`src/rtl/key_event_pkg.sv`:
```
// key_event_pkg: shared constants for the key gesture decoder.
//   - state_e: one-hot FSM encoding (5 bits).
//   - TimerW: width of the millisecond timer.
//   - Default values for the key_event timing parameters.
package key_event_pkg;

    typedef enum logic [4:0] {
        StIdle   = 5'b00001,
        StPress1 = 5'b00010,
        StWait2  = 5'b00100,
        StPress2 = 5'b01000,
        StHold   = 5'b10000
    } state_e;

    localparam int unsigned TimerW = 16;

    localparam int unsigned TickDivDefault  = 50_000;
    localparam int unsigned LongMsDefault   = 1000;
    localparam int unsigned DclickMsDefault = 300;
    localparam int unsigned RepeatMsDefault = 100;

endpackage

```
`src/rtl/ms_tick.sv`:
```
// ms_tick: millisecond prescaler.
// Counts 0..TICK_DIV-1 and raises tick_o for the one cycle the counter sits at
// its terminal count. clr_i restarts the count from 0 on the next edge.
// Ports:
//   clk_i   in   clock
//   rst_i   in   synchronous active-high reset
//   clr_i   in   synchronous clear of the count
//   tick_o  out  one-cycle tick at terminal count
module ms_tick #(
    parameter int unsigned TICK_DIV = 50_000
) (
    input  logic clk_i,
    input  logic rst_i,
    input  logic clr_i,
    output logic tick_o
);

    localparam int unsigned CntW = (TICK_DIV > 1) ? $clog2(TICK_DIV) : 1;
    localparam logic [CntW-1:0] CntMax = CntW'(TICK_DIV - 1);

    logic [CntW-1:0] cnt_q, cnt_d;

    assign tick_o = (cnt_q == CntMax);

    always_comb begin
        cnt_d = cnt_q + CntW'(1);
        if (clr_i || tick_o) begin
            cnt_d = '0;
        end
    end

    always_ff @(posedge clk_i) begin
        if (rst_i) begin
            cnt_q <= '0;
        end else begin
            cnt_q <= cnt_d;
        end
    end

endmodule

```
`src/rtl/key_event.sv`:
```
// key_event: key gesture decoder placed after the key debouncer.
// Classifies gestures into short press, double click and long press, and
// emits registered one-cycle pulses. Optional auto-repeat while a long press
// is held is compiled in when KEY_EVENT_REPEAT_EN is defined; otherwise
// key_repeat is tied to 0.
// Ports:
//   clk_50mhz     in   system clock
//   rst           in   synchronous active-high reset
//   key_flag      in   one-cycle debounced edge strobe
//   key_state     in   debounced level, 0 = pressed
//   short_press   out  one-cycle pulse
//   double_click  out  one-cycle pulse
//   long_press    out  one-cycle pulse
//   key_repeat    out  one-cycle pulse (0 unless KEY_EVENT_REPEAT_EN)
//   key_held      out  high while in HOLD
module key_event
    import key_event_pkg::*;
#(
    parameter int unsigned TICK_DIV  = TickDivDefault,
    parameter int unsigned LONG_MS   = LongMsDefault,
    parameter int unsigned DCLICK_MS = DclickMsDefault,
    parameter int unsigned REPEAT_MS = RepeatMsDefault
) (
    input  logic clk_50mhz,
    input  logic rst,
    input  logic key_flag,
    input  logic key_state,
    output logic short_press,
    output logic double_click,
    output logic long_press,
    output logic key_repeat,
    output logic key_held
);

    localparam logic [TimerW-1:0] LongLim   = TimerW'(LONG_MS);
    localparam logic [TimerW-1:0] DclickLim = TimerW'(DCLICK_MS);

    state_e state_q, state_d;

    logic [TimerW-1:0] timer_q, timer_d, timer_inc;
    logic tick;
    logic clr;
    logic press, release_ev;
    logic long_hit, dclick_hit, rep_hit;

    logic short_press_q, short_press_d;
    logic double_click_q, double_click_d;
    logic long_press_q, long_press_d;
    logic key_held_q, key_held_d;

    assign press      = key_flag && !key_state;
    assign release_ev = key_flag && key_state;

    ms_tick #(
        .TICK_DIV(TICK_DIV)
    ) u_ms_tick (
        .clk_i (clk_50mhz),
        .rst_i (rst),
        .clr_i (clr),
        .tick_o(tick)
    );

    // Saturating increment; a timeout fires on the tick that makes the timer
    // reach its limit so the event lands exactly limit*TICK_DIV cycles later.
    assign timer_inc  = (timer_q == '1) ? timer_q : timer_q + TimerW'(1);
    assign long_hit   = tick && (timer_inc >= LongLim);
    assign dclick_hit = tick && (timer_inc >= DclickLim);

`ifdef KEY_EVENT_REPEAT_EN
    localparam logic [TimerW-1:0] RepeatLim = TimerW'(REPEAT_MS);
    logic key_repeat_q, key_repeat_d;

    assign rep_hit = (state_q == StHold) && tick && (timer_inc >= RepeatLim);
`else
    logic unused_repeat_ms;
    assign unused_repeat_ms = ^REPEAT_MS;
    assign rep_hit = 1'b0;
`endif

    // State register.
    always_ff @(posedge clk_50mhz) begin
        if (rst) begin
            state_q <= StIdle;
        end else begin
            state_q <= state_d;
        end
    end

    // Next state. Key events are tested before timeouts so they win a tie.
    always_comb begin
        state_d = state_q;
        unique case (state_q)
            StIdle: begin
                if (press) state_d = StPress1;
            end
            StPress1: begin
                if (release_ev)    state_d = StWait2;
                else if (long_hit) state_d = StHold;
            end
            StWait2: begin
                if (press)           state_d = StPress2;
                else if (dclick_hit) state_d = StIdle;
            end
            StPress2: begin
                if (release_ev) state_d = StIdle;
            end
            StHold: begin
                if (release_ev) state_d = StIdle;
            end
            default: state_d = StIdle;
        endcase
    end

    // Every transition restarts prescaler and timer so timing is exact.
    assign clr = (state_d != state_q);

    always_comb begin
        timer_d = timer_q;
        if (clr || rep_hit) begin
            timer_d = '0;
        end else if (tick) begin
            timer_d = timer_inc;
        end
    end

    // Outputs, decoded from the transition being taken.
    always_comb begin
        short_press_d  = (state_q == StWait2) && (state_d == StIdle);
        double_click_d = (state_q == StWait2) && (state_d == StPress2);
        long_press_d   = (state_q == StPress1) && (state_d == StHold);
        key_held_d     = (state_d == StHold);
`ifdef KEY_EVENT_REPEAT_EN
        key_repeat_d   = rep_hit && (state_d == StHold);
`endif
    end

    always_ff @(posedge clk_50mhz) begin
        if (rst) begin
            timer_q        <= '0;
            short_press_q  <= 1'b0;
            double_click_q <= 1'b0;
            long_press_q   <= 1'b0;
            key_held_q     <= 1'b0;
        end else begin
            timer_q        <= timer_d;
            short_press_q  <= short_press_d;
            double_click_q <= double_click_d;
            long_press_q   <= long_press_d;
            key_held_q     <= key_held_d;
        end
    end

`ifdef KEY_EVENT_REPEAT_EN
    always_ff @(posedge clk_50mhz) begin
        if (rst) begin
            key_repeat_q <= 1'b0;
        end else begin
            key_repeat_q <= key_repeat_d;
        end
    end

    assign key_repeat = key_repeat_q;
`else
    assign key_repeat = 1'b0;
`endif

    assign short_press  = short_press_q;
    assign double_click = double_click_q;
    assign long_press   = long_press_q;
    assign key_held     = key_held_q;

endmodule

```
`config.mk`:
```
export PLATFORM = sky130hd
export DESIGN_NAME = key_event
export DESIGN_NICKNAME = d
export VERILOG_FILES = /design/src/rtl/key_event_pkg.sv /design/src/rtl/ms_tick.sv /design/src/rtl/key_event.sv
export SDC_FILE = /design/constraint.sdc
export NUM_CORES = 1
export LEC_CHECK = 0
export BUFFER_PORTS_ARGS = -buffer_cell sky130_fd_sc_hd__buf_2
export CAP_MARGIN = 20
export CORE_AREA = 5 5 106 108
export CTS_BUF_LIST = sky130_fd_sc_hd__clkbuf_16
export DETAILED_ROUTE_END_ITERATION = 6
export DIE_AREA = 0 0 111 113
export GPL_TIMING_DRIVEN = 0
export PLACE_DENSITY = 0.42
export SLEW_MARGIN = 20
export SYNTH_ARGS = -nofsm -noshare
export SYNTH_HDL_FRONTEND = slang
export SYNTH_SLANG_ARGS = --single-unit
```
`constraint.sdc`:
```
create_clock -name clk_50mhz -period 3.35 [get_ports clk_50mhz]
set_input_delay 0 -clock clk_50mhz [delete_from_list [all_inputs] [get_ports clk_50mhz]]
set_output_delay 0 -clock clk_50mhz [all_outputs]
set_load 0.02 [all_outputs]
```
==> results of run 1 <==
metal layers:
layer,global-route usage (%),up-vias
li1,-,1085
met1,12.8,955
met2,14.9,26
met3,1.76,2
met4,2.46,0
met5,0,-
cells in the mapped netlist, types with 2 or more instances:
master and n:
a21boi_0 2, a21oi_1 5, and3_1 13, buf_2 6, buf_4 3, buf_6 3
clkbuf_1 4, dfxtp_1 41, ha_1 2, inv_1 8, mux2i_1 4, nand2_1 23
nand2b_1 6, nand3_1 11, nand4_1 9, nand4_2 3, nor2_1 37, nor3_1 12
nor3_2 11, nor3b_1 2, nor3b_2 3, nor4_1 8, o21a_1 3, o21ai_0 14
or2_2 2, or3_1 2, or4_1 4, xnor2_1 16, xor2_1 12
cell families after synthesis:
logic type	count (synthesis)	share of synthesized area (%)
AO/OA/AOI/OAI	39	11.1
XOR/XNOR	28	9.86
adder cells (fa/ha/maj)	2	1.01
buffers and inverters	24	5.28
flip-flops	41	33.0
multiplexers	4	1.61
other	1	0.151
AND/OR/NAND/NOR	156	38.0
critical path: stages, from the launching register on:
cell and delay [ns]:
dfxtp_1 0.46, ha_1 0.18, buf_2 0.18, nand3_1 0.29, nor3_1 0.53, o21ai_0 0.23
nor2_1 0.16, a211oi_2 0.12, nor3_4 0.48, buf_6 0.26, nor3_2 0.06
power by group through the flow:
| stage | clock network (mW) | registers, mW | logic, mW |
|---|---|---|---|
| after global routing | 0.529 | 0.495 | 0.0558 |
| final | 0.489 | 0.494 | 0.0495 |
| after detailed placement | 0 | 0.505 | 0.0495 |
| after global placement | 0 | 0.505 | 0.0500 |
| after floorplan | 0 | 0.504 | 0.0359 |
| after CTS | 0.513 | 0.494 | 0.0507 |
per-stage QoR:
step           utilization [%]  hold slack [ns]  area, sq um  total power [mW]
3_5_place_dp              26.6            0.275         2690             0.555
5_1_grt                   28.3           0.0901         2870              1.08
3_3_place_gp              26.6            0.282         2690             0.555
4_1_cts                   28.1           0.0572         2850              1.06
6_report                  28.3           0.0624         2870              1.03
2_1_floorplan                -           0.0691         2490             0.540
worst paths after layout:
| kind | endpoint | start | slack [ns] |
|---|---|---|---|
| worst max-delay path | timer_q[13] | timer_q[0] | 0.28 |
| worst max register to register | timer_q[13] | timer_q[0] | 0.28 |
| worst min-delay path | double_click | key_flag | 0.06 |
| worst min register to register | u_ms_tick.cnt_q[0] | u_ms_tick.cnt_q[0] | 0.45 |
flip-flops by register name, summed over array words and instances (netlist names):
signal / cells
u_ms_tick.cnt_q: 16
short_press: 1
long_press: 1
state_q: 5
timer_q: 16
key_held: 1
double_click: 1
cell type report:
class                      count  area, sq um
fill                        1067         7270
multi-input combinational    230         1550
sequential                    41          821
tap                          136          170
clock buffer                   5          125
buffer                        16          101
timing repair buffer           8         45.0
inverter                       8         30.0
clock inverter                 3         25.0
timing repair:
action                                 in CTS  in global routing
resized for setup                           0                  2
endpoints found under the hold margin       3                  0
setup endpoints to repair                   0                 11
hold buffers                                1                  0
==> out/qor.yml, run 1 <==
critical_path:
  endpoint_kind: "flop"
  critical_path_required_ns: 3.52
  path_class: "flop to flop"
  setup.worst_path.start_class: "flop"
  path_max_fanout: 10
  reg2reg_depth: 10
  worstPathArrival_ns: 3.24
timing:
  max_freq_mhz: 326
  hold_viol_final: 0
  period_share_pct: 91.6
  slew-limit-headroom_pct: 61.7
  final-max-slew-violation-count: 0
  fin_skew_ns: 0.00424
  worst_pin_slew_ns: 0.572
  period_needed_ns: 3.07
  timing.setup.tns_ns: 0
  setup_viol: 0
  setup_slack_ns: 0.282
  grt_setup_unrepaired: "false"
min_path:
  whs_path_depth: 3
  hold_class: "input pin to flop"
global_route:
  grt_pass1_wl_mm: 9.78
  grt.total_usage_pct: 9.29
  overflow: 0
  grt_max_degree: 16
  grt_pass1_vias: 1982
  antenna_found_initial: 0
clock_tree:
  ctsHtreeMaxLevel: 2
  cts_setup_buffers: 0
  root_buffer: "clkbuf_16"
  clock_latency_ns: 0.28
  cts_tree: "yes"
  cts_made_buffers: 5
  cts.path.max_buffers: 2
  path_clk_slew_ns: 0.06
  cts.sinks: 41
yosys:
  synth_nets: 301
  yosys.area.top_type_share_pct: 33.0
  synth_seq_cells: 41
  synthCells: 295
  yosysTopAreaCell: "dfxtp_1"
  ys.flop_type: "dfxtp_1"
  ys_types: 55
  syn-cell-area_sq_um: 2490
  ys_warn_count: 0
  avgSynthCellArea_sq_um: 8.43
  synthArstFlopShare_pct: 0
  yosysSeqAreaShare_pct: 33.0
  synthTopCellsByArea: "dfxtp_1 (33%), xnor2_1 (5.6%), nor2_1 (5.6%), nor3_2 (4.4%), xor2_1 (4.2%)"
  synth_edf_count: 0
route:
  vias: 2068
  wl_met1_mm: 2.93
  routed_wl_mm: 5.66
  viasPerCell: 4.63
  routed.top_layer: "met4"
  antenna_left: 0
  drtIter0Drc: 72
  met3_length_microns: 137
  drt-pass1-iter-count: 4
  wl_met2_mm: 2.56
  post-route-drc-count: 0
  wl_per_cell_microns: 12.7
floorplan:
  die-area_sq_um: 12500
  core_sq_um: 10100
  ioPinCount: 9
  die_w_microns: 111
  rows: 37
  die_y_microns: 113
  initial_core_util_pct: 24.5
power:
  p_int_uw: 791
  p_clk_share_pct: 47.3
  pwr-share-comb_pct: 4.8
  p_switching_uw: 242
  sequentialPowerShare_pct: 47.9
  ir_drop_mv: 0.174
  switching_share_pct: 23.4
  p_leak_nw: 1.04
  powerDensity_nw_per_um2: 360
flow_run:
  drv_cap: 0
placed_design:
  port_buffers: 7
  gp_congestion: 0.835
  place_inst: 438
  hpwl_mm: 4.10
  dp_slack_ns: 0.224
outcome:
  outcome: "finished, final reports clean"
final_layout:
  drive_above_1_share_pct: 17.7
  area_growth_pct: 15.3
  num-nets-final: 316
  stdcell_count: 447
  diodes: 0
  final_common_cell: "dfxtp_1"
  final_cell_mix: "dfxtp_1 (41), nor2_1 (37), nand2_1 (23), xnor2_1 (16), o21ai_0 (14)"
Power figures use the tool's default switching activity.
==> run 2, diff against run 1 <==
CORE_AREA = 10 10 111 113   (was 5 5 106 108)
DIE_AREA = 0 0 121 123   (was 0 0 111 113)
==> run 2 against run 1 <==
Global-route usage is 0.89 points lower. Clock skew up 0.0026 ns. Sequential power barely moved. Via count increased by 1.8%. Critical path type unchanged. Critical endpoint is now timer_q[1]. Highest routed layer unchanged.
==> out/qor.yml, run 2 (synthesis results as in run 1) <==
final_layout:
  top_regs: "timer_q (16), u_ms_tick.cnt_q (16), state_q (5)"
  final_util_pct: 28.3  # unchanged
  area_growth_pct: 15.3  # unchanged
  final_common_cell: "dfxtp_1"
  drive_above_1_share_pct: 17.7  # unchanged
  final_cell_mix: "dfxtp_1 (41), nor2_1 (37), nand2_1 (23), xnor2_1 (16), o21ai_0 (14)"
  num-nets-final: 316  # unchanged
  diodes: 0  # unchanged
power:
  powerDensity_nw_per_um2: 362  # +0.59%
  ir_drop_mv: 0.158  # -9.2%
  p_leak_nw: 1.04  # about the same
critical_path:
  cpMaxStageDelayCell: "dfxtp_1"
  cp_num_buf_inv: 2  # unchanged
  path_class: "flop to flop"
  r2r-start: "timer_q[0]"
  path_max_fanout: 10  # unchanged
  endpoint_kind: "flop"
  setup.worst_path.start_class: "flop"
  worstPathCellList: "ha_1 -> buf_2 -> nand3_1 -> nor4_2 -> mux2i_1 -> nand4_1 -> nor4_4 -> o21bai_2 -> buf_6 -> nor3_2"
  cpPeakStageDelay_ns: 0.46  # -0.07 ns
  worstPathArrival_ns: 3.24  # about the same
  critPathLaunch: "timer_q[0]"
  crit_family: "simple AND/OR/NAND/NOR gates"
  critical_path_required_ns: 3.56  # +0.04 ns
floorplan:
  die_y_microns: 123  # +8.8%
  initial_core_util_pct: 24.5  # unchanged
  die-area_sq_um: 14900  # +19%
  die_w_microns: 121  # +9.0%
  rows: 37  # unchanged
  core_sq_um: 10100  # unchanged
  ioPinCount: 9  # unchanged
clock_tree:
  cts_setup_buffers: 0  # unchanged
  cts.path.max_buffers: 2  # unchanged
  path_clk_slew_ns: 0.07  # about the same
  cts_tree: "yes"
  root_buffer: "clkbuf_16"
  clock_latency_ns: 0.29  # about the same
  cts_made_buffers: 5  # unchanged
  ctsHtreeMaxLevel: 2  # unchanged
  cts.sinks: 41  # unchanged
timing:
  fin_skew_ns: 0.00686  # +0.00262 ns
  final-max-slew-violation-count: 0  # unchanged
  setup_slack_ns: 0.327  # +0.0446 ns
  worst_pin_slew_ns: 0.588  # +0.0161 ns
  max_freq_mhz: 331  # +1.5%
  slew-limit-headroom_pct: 60.7  # -1.1 points
  period_share_pct: 90.2  # -1.3 points
  period_needed_ns: 3.02  # -0.0446 ns
  hold_ws_ns: 0.0564  # -0.00595 ns
  grt_setup_unrepaired: "false"
  timing.setup.tns_ns: 0  # unchanged
  hold_viol_final: 0  # unchanged
  setup_viol: 0  # unchanged
global_route:
  grt_max_degree: 16  # unchanged
  grt.total_usage_pct: 8.40  # -0.89 points
  grt_util_met3_pct: 2.10  # +0.33 points
  grt_util_met1_pct: 11.1  # -1.8 points
  overflow: 0  # unchanged
  grt_pass1_vias: 2110  # +6.5%
  antenna_found_initial: 0  # unchanged
  busiest_layer: "met2"
  met2_usage_pct: 13.2  # -1.7 points
  grt_pass1_wl_mm: 10.4  # +6.2%
min_path:
  hold_class: "input pin to flop"
  worstHoldStart: "key_flag"
route:
  routed_wl_mm: 5.81  # +2.8%
  drtIter0Drc: 129  # +79%
  drt-pass1-iter-count: 4  # unchanged
  post-route-drc-count: 0  # unchanged
  wl_per_cell_microns: 13.0  # +2.8%
  antenna_left: 0  # unchanged
  viasPerCell: 4.71  # +1.8%
  vias: 2105  # +1.8%
placed_design:
  hpwl_mm: 4.22  # +2.9%
  port_buffers: 7  # unchanged
  dp_slack_ns: 0.238  # +0.0135 ns
  gp_congestion: 0.830  # -0.60%
flow_run:
  drv_cap: 0  # unchanged
outcome:
  outcome: "finished, final reports clean"
[run 2: cell count changes in the layout (fill, tap and decap cells not counted)]
cell	previous run	this run
clkinv_4	0	1
inv_6	2	1
[run 2: report_power, final]
group / internal, mW / leakage (nW) / switching [mW] / total (mW)
Sequential: 0.491 / 0.331 / 0.00325 / 0.494
Clock: 0.280 / 0.0704 / 0.214 / 0.494
Combinational: 0.0183 / 0.636 / 0.0318 / 0.0501
[run 2: path summary, 6_finish.rpt]
path	end	depth (start not counted)	slack (ns)
hold reg to reg	u_ms_tick.cnt_q[0]	1	0.45
hold / removal	double_click	3	0.06
setup / recovery	timer_q[1]	10	0.33
setup reg to reg	timer_q[1]	10	0.33
[run 2: worst register-to-register path, cell delays in order (launching register included)]
cell	delay, ns
dfxtp_1	0.46
ha_1	0.18
buf_2	0.18
nand3_1	0.29
nor4_2	0.40
mux2i_1	0.36
nand4_1	0.20
nor4_4	0.30
o21bai_2	0.20
buf_6	0.21
nor3_2	0.16
[run 2: cell type report]
class	instances	area (sq um)
fill	1082	7270
tap	136	170
multi-input combinational	230	1550
sequential	41	821
timing repair buffer	8	45.0
clock buffer	5	125
buffer	16	101
inverter	8	30.0
clock inverter	3	25.0
[run 2: routing by layer]
metal / share of wire [%] / up-vias / wire length, microns
met5: 0 / - / 0
met4: 1.0 / 0 / 61
met3: 3.4 / 7 / 197
met2: 45 / 38 / 2610
met1: 51 / 970 / 2940
li1: - / 1090 / -
[run 2: what timing repair did]
item | 4_1_cts | 5_1_grt
endpoints found under the setup margin | 0 | 11
hold endpoints to repair | 3 | 0
hold buffers | 1 | 0
resized for setup | 0 | 2
[run 2: through the flow]
| step | total power, mW | std cells | area, sq um |
|---|---|---|---|
| after floorplan | 0.540 | 295 | 2490 |
| after global placement | 0.555 | 438 | 2690 |
| after CTS | 1.06 | 447 | 2850 |
| after global routing | 1.08 | 447 | 2870 |
| after detailed placement | 0.555 | 438 | 2690 |
| final | 1.04 | 447 | 2870 |
